==> config.mk <==
export PLATFORM = sky130hd
export DESIGN_NAME = imem_fetch_unit_flat
export DESIGN_NICKNAME = d
export VERILOG_FILES = /design/src/rtl/imem_fetch_unit_if.sv /design/src/rtl/imem_fetch_unit.sv /design/src/flat_wrapper.sv
export SDC_FILE = /design/constraint.sdc
export NUM_CORES = 1
export LEC_CHECK = 0
export CORE_ASPECT_RATIO = 0.75
export CORE_MARGIN = 2
export CORE_UTILIZATION = 40
export CTS_CLUSTER_SIZE = 28
export DETAILED_ROUTE_END_ITERATION = 7
export PLACE_DENSITY = 0.7
export SYNTH_ARGS = -nofsm -noshare
export SYNTH_HDL_FRONTEND = slang
export SYNTH_SLANG_ARGS = --single-unit
==> constraint.sdc <==
create_clock -name clk -period 2.65 [get_ports clk]
set_input_delay 0.53 -clock clk [delete_from_list [all_inputs] [get_ports clk]]
set_output_delay 0.53 -clock clk [all_outputs]
set_load 0.01 [all_outputs]
==> src/rtl/imem_fetch_unit_if.sv <==
// Fetch-unit bus: run control, instruction-memory port, redirect input
// and the IF/ID handshake toward decode, grouped for the fetch stage.
interface imem_fetch_unit_if;
    logic        start;
    logic [31:0] imem_pc;
    logic [31:0] imem_instruction;
    logic        redirect_valid;
    logic [31:0] redirect_pc;
    logic        id_valid;
    logic        id_ready;
    logic [31:0] id_instr;
    logic [31:0] id_pc;
    logic [31:0] id_pc_plus4;
    logic        halted;
    logic [31:0] fetch_count;

    modport master (
        input  start,
        output imem_pc,
        input  imem_instruction,
        input  redirect_valid,
        input  redirect_pc,
        output id_valid,
        input  id_ready,
        output id_instr,
        output id_pc,
        output id_pc_plus4,
        output halted,
        output fetch_count
    );

    modport slave (
        output start,
        input  imem_pc,
        output imem_instruction,
        output redirect_valid,
        output redirect_pc,
        input  id_valid,
        output id_ready,
        input  id_instr,
        input  id_pc,
        input  id_pc_plus4,
        input  halted,
        input  fetch_count
    );
endinterface

==> src/rtl/imem_fetch_unit.sv <==
// Instruction fetch stage: owns the PC, IF/ID register and IDLE/RUN/HALT
// run control. Ports: clk, rst_n (async, active-low), bus (master side).
module imem_fetch_unit #(
    parameter logic [31:0] RESET_PC  = 32'h0000_0000,
    parameter int          MEM_WORDS = 256
) (
    input logic              clk,
    input logic              rst_n,
    imem_fetch_unit_if.master bus
);
    localparam logic [31:0] LAST_PC = 32'((MEM_WORDS - 1) * 4);

    typedef enum logic [1:0] {
        IDLE = 2'd0,
        RUN  = 2'd1,
        HALT = 2'd2
    } state_e;

    state_e      state_q, state_d;
    logic [31:0] pc_q, pc_d;
    logic        id_valid_q, id_valid_d;
    logic [31:0] id_instr_q, id_instr_d;
    logic [31:0] id_pc_q, id_pc_d;
    logic [31:0] id_pc_plus4_q, id_pc_plus4_d;
    logic [31:0] fetch_count_q, fetch_count_d;

    logic [31:0] redir_pc;
    logic        redir_ok;
    logic        adv;
    logic        at_last;

    assign redir_pc = bus.redirect_pc & ~32'h3;
    assign redir_ok = (redir_pc <= LAST_PC);
    assign adv      = !id_valid_q || bus.id_ready;
    assign at_last  = (pc_q == LAST_PC);

    always_ff @(posedge clk or negedge rst_n) begin
        if (!rst_n) begin
            state_q       <= IDLE;
            pc_q          <= RESET_PC;
            id_valid_q    <= 1'b0;
            id_instr_q    <= '0;
            id_pc_q       <= '0;
            id_pc_plus4_q <= '0;
            fetch_count_q <= '0;
        end else begin
            state_q       <= state_d;
            pc_q          <= pc_d;
            id_valid_q    <= id_valid_d;
            id_instr_q    <= id_instr_d;
            id_pc_q       <= id_pc_d;
            id_pc_plus4_q <= id_pc_plus4_d;
            fetch_count_q <= fetch_count_d;
        end
    end

    always_comb begin
        state_d = state_q;
        unique case (state_q)
            IDLE: begin
                // A same-cycle redirect decides whether start lands in HALT.
                if (bus.start) begin
                    state_d = (bus.redirect_valid && !redir_ok) ? HALT : RUN;
                end
            end
            RUN: begin
                if (bus.redirect_valid) begin
                    state_d = redir_ok ? RUN : HALT;
                end else if (adv && at_last) begin
                    state_d = HALT;
                end
            end
            HALT: begin
                if (bus.redirect_valid) begin
                    state_d = redir_ok ? RUN : HALT;
                end
            end
            default: state_d = IDLE;
        endcase
    end

    always_comb begin
        pc_d          = pc_q;
        id_valid_d    = id_valid_q;
        id_instr_d    = id_instr_q;
        id_pc_d       = id_pc_q;
        id_pc_plus4_d = id_pc_plus4_q;
        fetch_count_d = fetch_count_q;
        // Redirect wins over both load and stall; IF/ID becomes a bubble.
        priority case (1'b1)
            bus.redirect_valid: begin
                pc_d       = redir_pc;
                id_valid_d = 1'b0;
                id_instr_d = '0;
            end
            (state_q == RUN) && adv: begin
                id_valid_d    = 1'b1;
                id_instr_d    = bus.imem_instruction;
                id_pc_d       = pc_q;
                id_pc_plus4_d = pc_q + 32'd4;
                fetch_count_d = fetch_count_q + 32'd1;
                pc_d          = at_last ? pc_q : pc_q + 32'd4;
            end
            (state_q == HALT) && id_valid_q && bus.id_ready: begin
                id_valid_d = 1'b0;
            end
            default: begin
            end
        endcase
    end

    assign bus.imem_pc     = pc_q;
    assign bus.id_valid    = id_valid_q;
    assign bus.id_instr    = id_instr_q;
    assign bus.id_pc       = id_pc_q;
    assign bus.id_pc_plus4 = id_pc_plus4_q;
    assign bus.fetch_count = fetch_count_q;
    assign bus.halted      = (state_q == HALT);
endmodule

==> src/flat_wrapper.sv <==
// flat-port wrapper written by rule: the top's interface ports become plain ports
module imem_fetch_unit_flat 
#(
    parameter logic [31:0] RESET_PC  = 32'h0000_0000,
    parameter int          MEM_WORDS = 256
)
  (clk, rst_n, bus_start, bus_imem_pc, bus_imem_instruction, bus_redirect_valid, bus_redirect_pc, bus_id_valid, bus_id_ready, bus_id_instr, bus_id_pc, bus_id_pc_plus4, bus_halted, bus_fetch_count);
  imem_fetch_unit_if bus_i ();
  input logic clk;
  input logic rst_n;
  input wire logic [$bits(bus_i.start)-1:0] bus_start;
  output wire logic [$bits(bus_i.imem_pc)-1:0] bus_imem_pc;
  input wire logic [$bits(bus_i.imem_instruction)-1:0] bus_imem_instruction;
  input wire logic [$bits(bus_i.redirect_valid)-1:0] bus_redirect_valid;
  input wire logic [$bits(bus_i.redirect_pc)-1:0] bus_redirect_pc;
  output wire logic [$bits(bus_i.id_valid)-1:0] bus_id_valid;
  input wire logic [$bits(bus_i.id_ready)-1:0] bus_id_ready;
  output wire logic [$bits(bus_i.id_instr)-1:0] bus_id_instr;
  output wire logic [$bits(bus_i.id_pc)-1:0] bus_id_pc;
  output wire logic [$bits(bus_i.id_pc_plus4)-1:0] bus_id_pc_plus4;
  output wire logic [$bits(bus_i.halted)-1:0] bus_halted;
  output wire logic [$bits(bus_i.fetch_count)-1:0] bus_fetch_count;
  assign bus_i.start = bus_start;
  assign bus_imem_pc = bus_i.imem_pc;
  assign bus_i.imem_instruction = bus_imem_instruction;
  assign bus_i.redirect_valid = bus_redirect_valid;
  assign bus_i.redirect_pc = bus_redirect_pc;
  assign bus_id_valid = bus_i.id_valid;
  assign bus_i.id_ready = bus_id_ready;
  assign bus_id_instr = bus_i.id_instr;
  assign bus_id_pc = bus_i.id_pc;
  assign bus_id_pc_plus4 = bus_i.id_pc_plus4;
  assign bus_halted = bus_i.halted;
  assign bus_fetch_count = bus_i.fetch_count;
  imem_fetch_unit #(.RESET_PC(RESET_PC), .MEM_WORDS(MEM_WORDS)) u_core (.clk(clk), .rst_n(rst_n), .bus(bus_i));
endmodule
==> metrics.md <==
| Metric | Value |
|---|---|
| Detailed Route Iter0 Violations | 469 |
| CTS Buf Count | 17 |
| Main combinational cell family by area after synthesis | simple AND/OR/NAND/NOR gates |
| Core box area | 18,450 µm² |
| # diodes | 0 |
| Max Slew Vio Count | 0 |
| Unrepaired setup endpoints after global routing | false |
| GRT Util Overall | 22.37% |
| Rows | 43 |
| Outcome | finished clean |
| XOR/XNOR share of the synthesized area | 8.753% |
| Most common cell after layout, fill and taps aside | nand2_1 |
| Number of enable flip-flop cells after synthesis | 0 |
| Placed instance count | 1,263 |
| Endpoints failing hold | 0 |
| Synthesis-to-layout area growth | 41.76% |
| Total gr overflow | 0 |
| Max-cap violation count | 0 |
| Drt wl/cell | 16.79 µm |
| Worst-Margin Slew | 0.6905 ns |
| Die X | 162.2 µm |
| Adder-cell share of the synthesized area | 0.5002% |
| Fin nets | 1,107 |
| Global-route wire length before repair | 34,510 µm |
| Register area share after synthesis | 52.35% |
| RePlAce Congestion | 0.8363 |
| Antenna violations before repair | 0 |
| Ports | 231 |
| Clock Path Buffers | 2 |
| Max VDD drop | 0.3686 mV |
| Number of fill cells in the layout | 1,658 |
| DP Worst Slack | -0.004814 ns |
| Worst endpoint required time | 2.96 ns |
| Setup-failing EPs final | 0 |
| P_leak | 4.503 nW |
| Most frequent cells in the layout | nand2_1 (232), clkdlybuf4s50_1 (220), dfrtp_1 (157) |
| CP Capture Type | register |
| CTS tree | built |
| Die Y-Extent | 122.6 µm |
| # resized after CTS | 0 |
| Yosys cell types | 57 |
| Total power | 6.779 mW |
| Yosys warns | 0 |
| Htree depth | 4 |
| Num Clock Sinks | 157 |
| Final worst setup slack | 0.4036 ns |
| Hold Crit Class | input pin to async pin |
| Hold Slack | 0.04472 ns |
| IO Port Bufs | 222 |
| Syn Std Cell Area | 7505 µm² |
| Initial DRT Pass Iterations | 5 |
| Pwr dens | 637.2 nW/µm² |
| Clk slew on worst S/H paths | 0.06 ns |
| Via/cell ratio | 5.167 |
| Crit path time final | 2.246 ns |
| Register bit total from synthesis | 157 |
| WS Path Type | register to register |
| Clock root buffer | clkbuf_16 |
| Layout cells sized above 1 | 8.302% |
| Crit start category | register |
| Post-Syn Area per Cell | 9.186 µm² |
| Main synth FF type | dfrtp_1 |
| Antenna Nets Post-Route | 0 |
| Simple-gate share of the synthesized area | 25.44% |
| Final Non-Filler Cells | 1,295 |
| Via count | 6,691 |
| Period utilisation layout | 84.77% |
| Max-slew headroom | 53.61% |
| Final setup skew | 0.01332 ns |
| Starting density of the core | 40.67% |
| Vias in the first global route | 6,275 |
| Drt total wl | 21,740 µm |
| Max Freq | 0.4452 GHz |
| Area fraction in compound gates after synthesis | 8.403% |
| Hold-fix buffers, CTS | 0 |
| Mux contribution to synthesized area | 0% |
| Synth Instances | 817 |
| Crit path DAT | 2.55 ns |
| Worst-Skew Late Latency | 0.43 ns |
| Die ar. | 19,880 µm² |
| Largest net degree at the start of global routing | 66 |
| Hpwl dp | 15,500 µm |
| CP Max Fanout | 11 |
| Asr flop ratio synth | 100.0% |
| DRC viols | 0 |
| Post-CTS repair timing setup buffer count | 0 |
[cell type report]
| type | instances | area, µm² | area share, % |
|---|---|---|---|
| well taps | 247 | 309.0 | 2.905 |
| clock buffers | 19 | 442.9 | 4.163 |
| repair buffers | 260 | 2529 | 23.77 |
| flip-flops and latches | 157 | 3929 | 36.93 |
| multi-input cells | 592 | 3271 | 30.74 |
| clock inverters | 13 | 132.6 | 1.247 |
| inverters | 7 | 26.28 | 0.2470 |
[layer usage]
metal / GRT usage [%] / vias to the layer above / wire, µm
li1: - / 3175 / -
met1: 33.21 / 3262 / 10270
met2: 32.53 / 237 / 9673
met3: 6.151 / 17 / 1642
met4: 5.254 / 0 / 154
met5: 0 / - / 0
[sequential cells by signal, summed over array words and instances (netlist names)]
name                    count
u_core.bus.id_pc           30
u_core.bus.id_valid         1
u_core.bus.id_pc_plus4     30
u_core.bus.fetch_count     32
u_core.bus.id_instr        32
u_core.state_q              2
u_core.bus.imem_pc         30
[stage by stage]
step	instance area (µm²)	TNS, ns	util [%]
floorplan	7523	0	-
global placement	10060	0	54.53
detailed placement	10060	-0.004814	54.53
CTS	10640	0	57.65
global route	10640	0	57.65
finish	10640	0	57.65
[critical path: stages, from the launching register on]
cell and delay (ns):
dfrtp_1 0.51, nor4_1 0.33, nand4_1 0.26, nor2_2 0.47, buf_4 0.26, nor4_1 0.05, o31a_1 0.24
[cell families (layout without fill, tap and decap cells)]
| kind of cell | after synthesis | after routing |
|---|---|---|
| AO/OA/AOI/OAI | 111 | 111 |
| AND/OR/NAND/NOR | 397 | 397 |
| other | 1 | 6 |
| XOR/XNOR | 75 | 75 |
| adder cells (fa/ha/maj) | 3 | 3 |
| flip-flops | 157 | 157 |
| buffers and inverters | 73 | 299 |
[worst paths after layout]
path	slack (ns)	to	start	cells past startpoint
max	0.40	u_core.bus.imem_pc[8]	u_core.bus.imem_pc[18]	6
min reg2reg	0.47	u_core.bus.id_pc[10]	u_core.bus.id_pc[10]	2
max reg2reg	0.40	u_core.bus.imem_pc[8]	u_core.bus.imem_pc[18]	6
min in group clk	0.47	u_core.bus.id_pc[10]	u_core.bus.id_pc[10]	2
min	0.04	u_core.bus.id_pc[12]	rst_n	1
max in group asynchronous	1.93	u_core.bus.id_instr[24]	rst_n	2
[cell usage after synthesis (2+ instances only)]
library cell  count  area, µm²
a211oi_1          2      15.01
a21oi_1          32      160.2
a31oi_1           5      31.28
and2_1            7      43.79
and3_1           13      81.33
and4_1            7      61.31
buf_2            28      140.1
buf_4             7      52.55
clkbuf_1         29      108.9
clkbuf_2          2      10.01
dfrtp_1         157       3929
ha_1              3      37.54
inv_1             7      26.28
nand2_1         233      874.6
nand2b_1          3      18.77
nand3_1          30      150.1
nand4_1          29      181.4
nor2_1           25      93.84
nor2b_1           2      12.51
nor3_1            9      45.04
nor3_4            2      32.53
nor4_1           12      75.07
nor4b_1           4      35.03
o211ai_1          2      15.01
o21ai_0          52      260.3
o31a_1            2      17.52
o31ai_1           5      37.54
o41ai_1           2      17.52
or3_1             2      12.51
or4_1             4      30.03
xnor2_1          39      341.6
xor2_1           36      315.3
[where the power goes]
part / internal, mW / switching [mW]
Clock: 1.34 / 1.05
Sequential: 2.70 / 0.231
Combinational: 0.804 / 0.651
No activity file was read; power rests on OpenSTA's default activity.
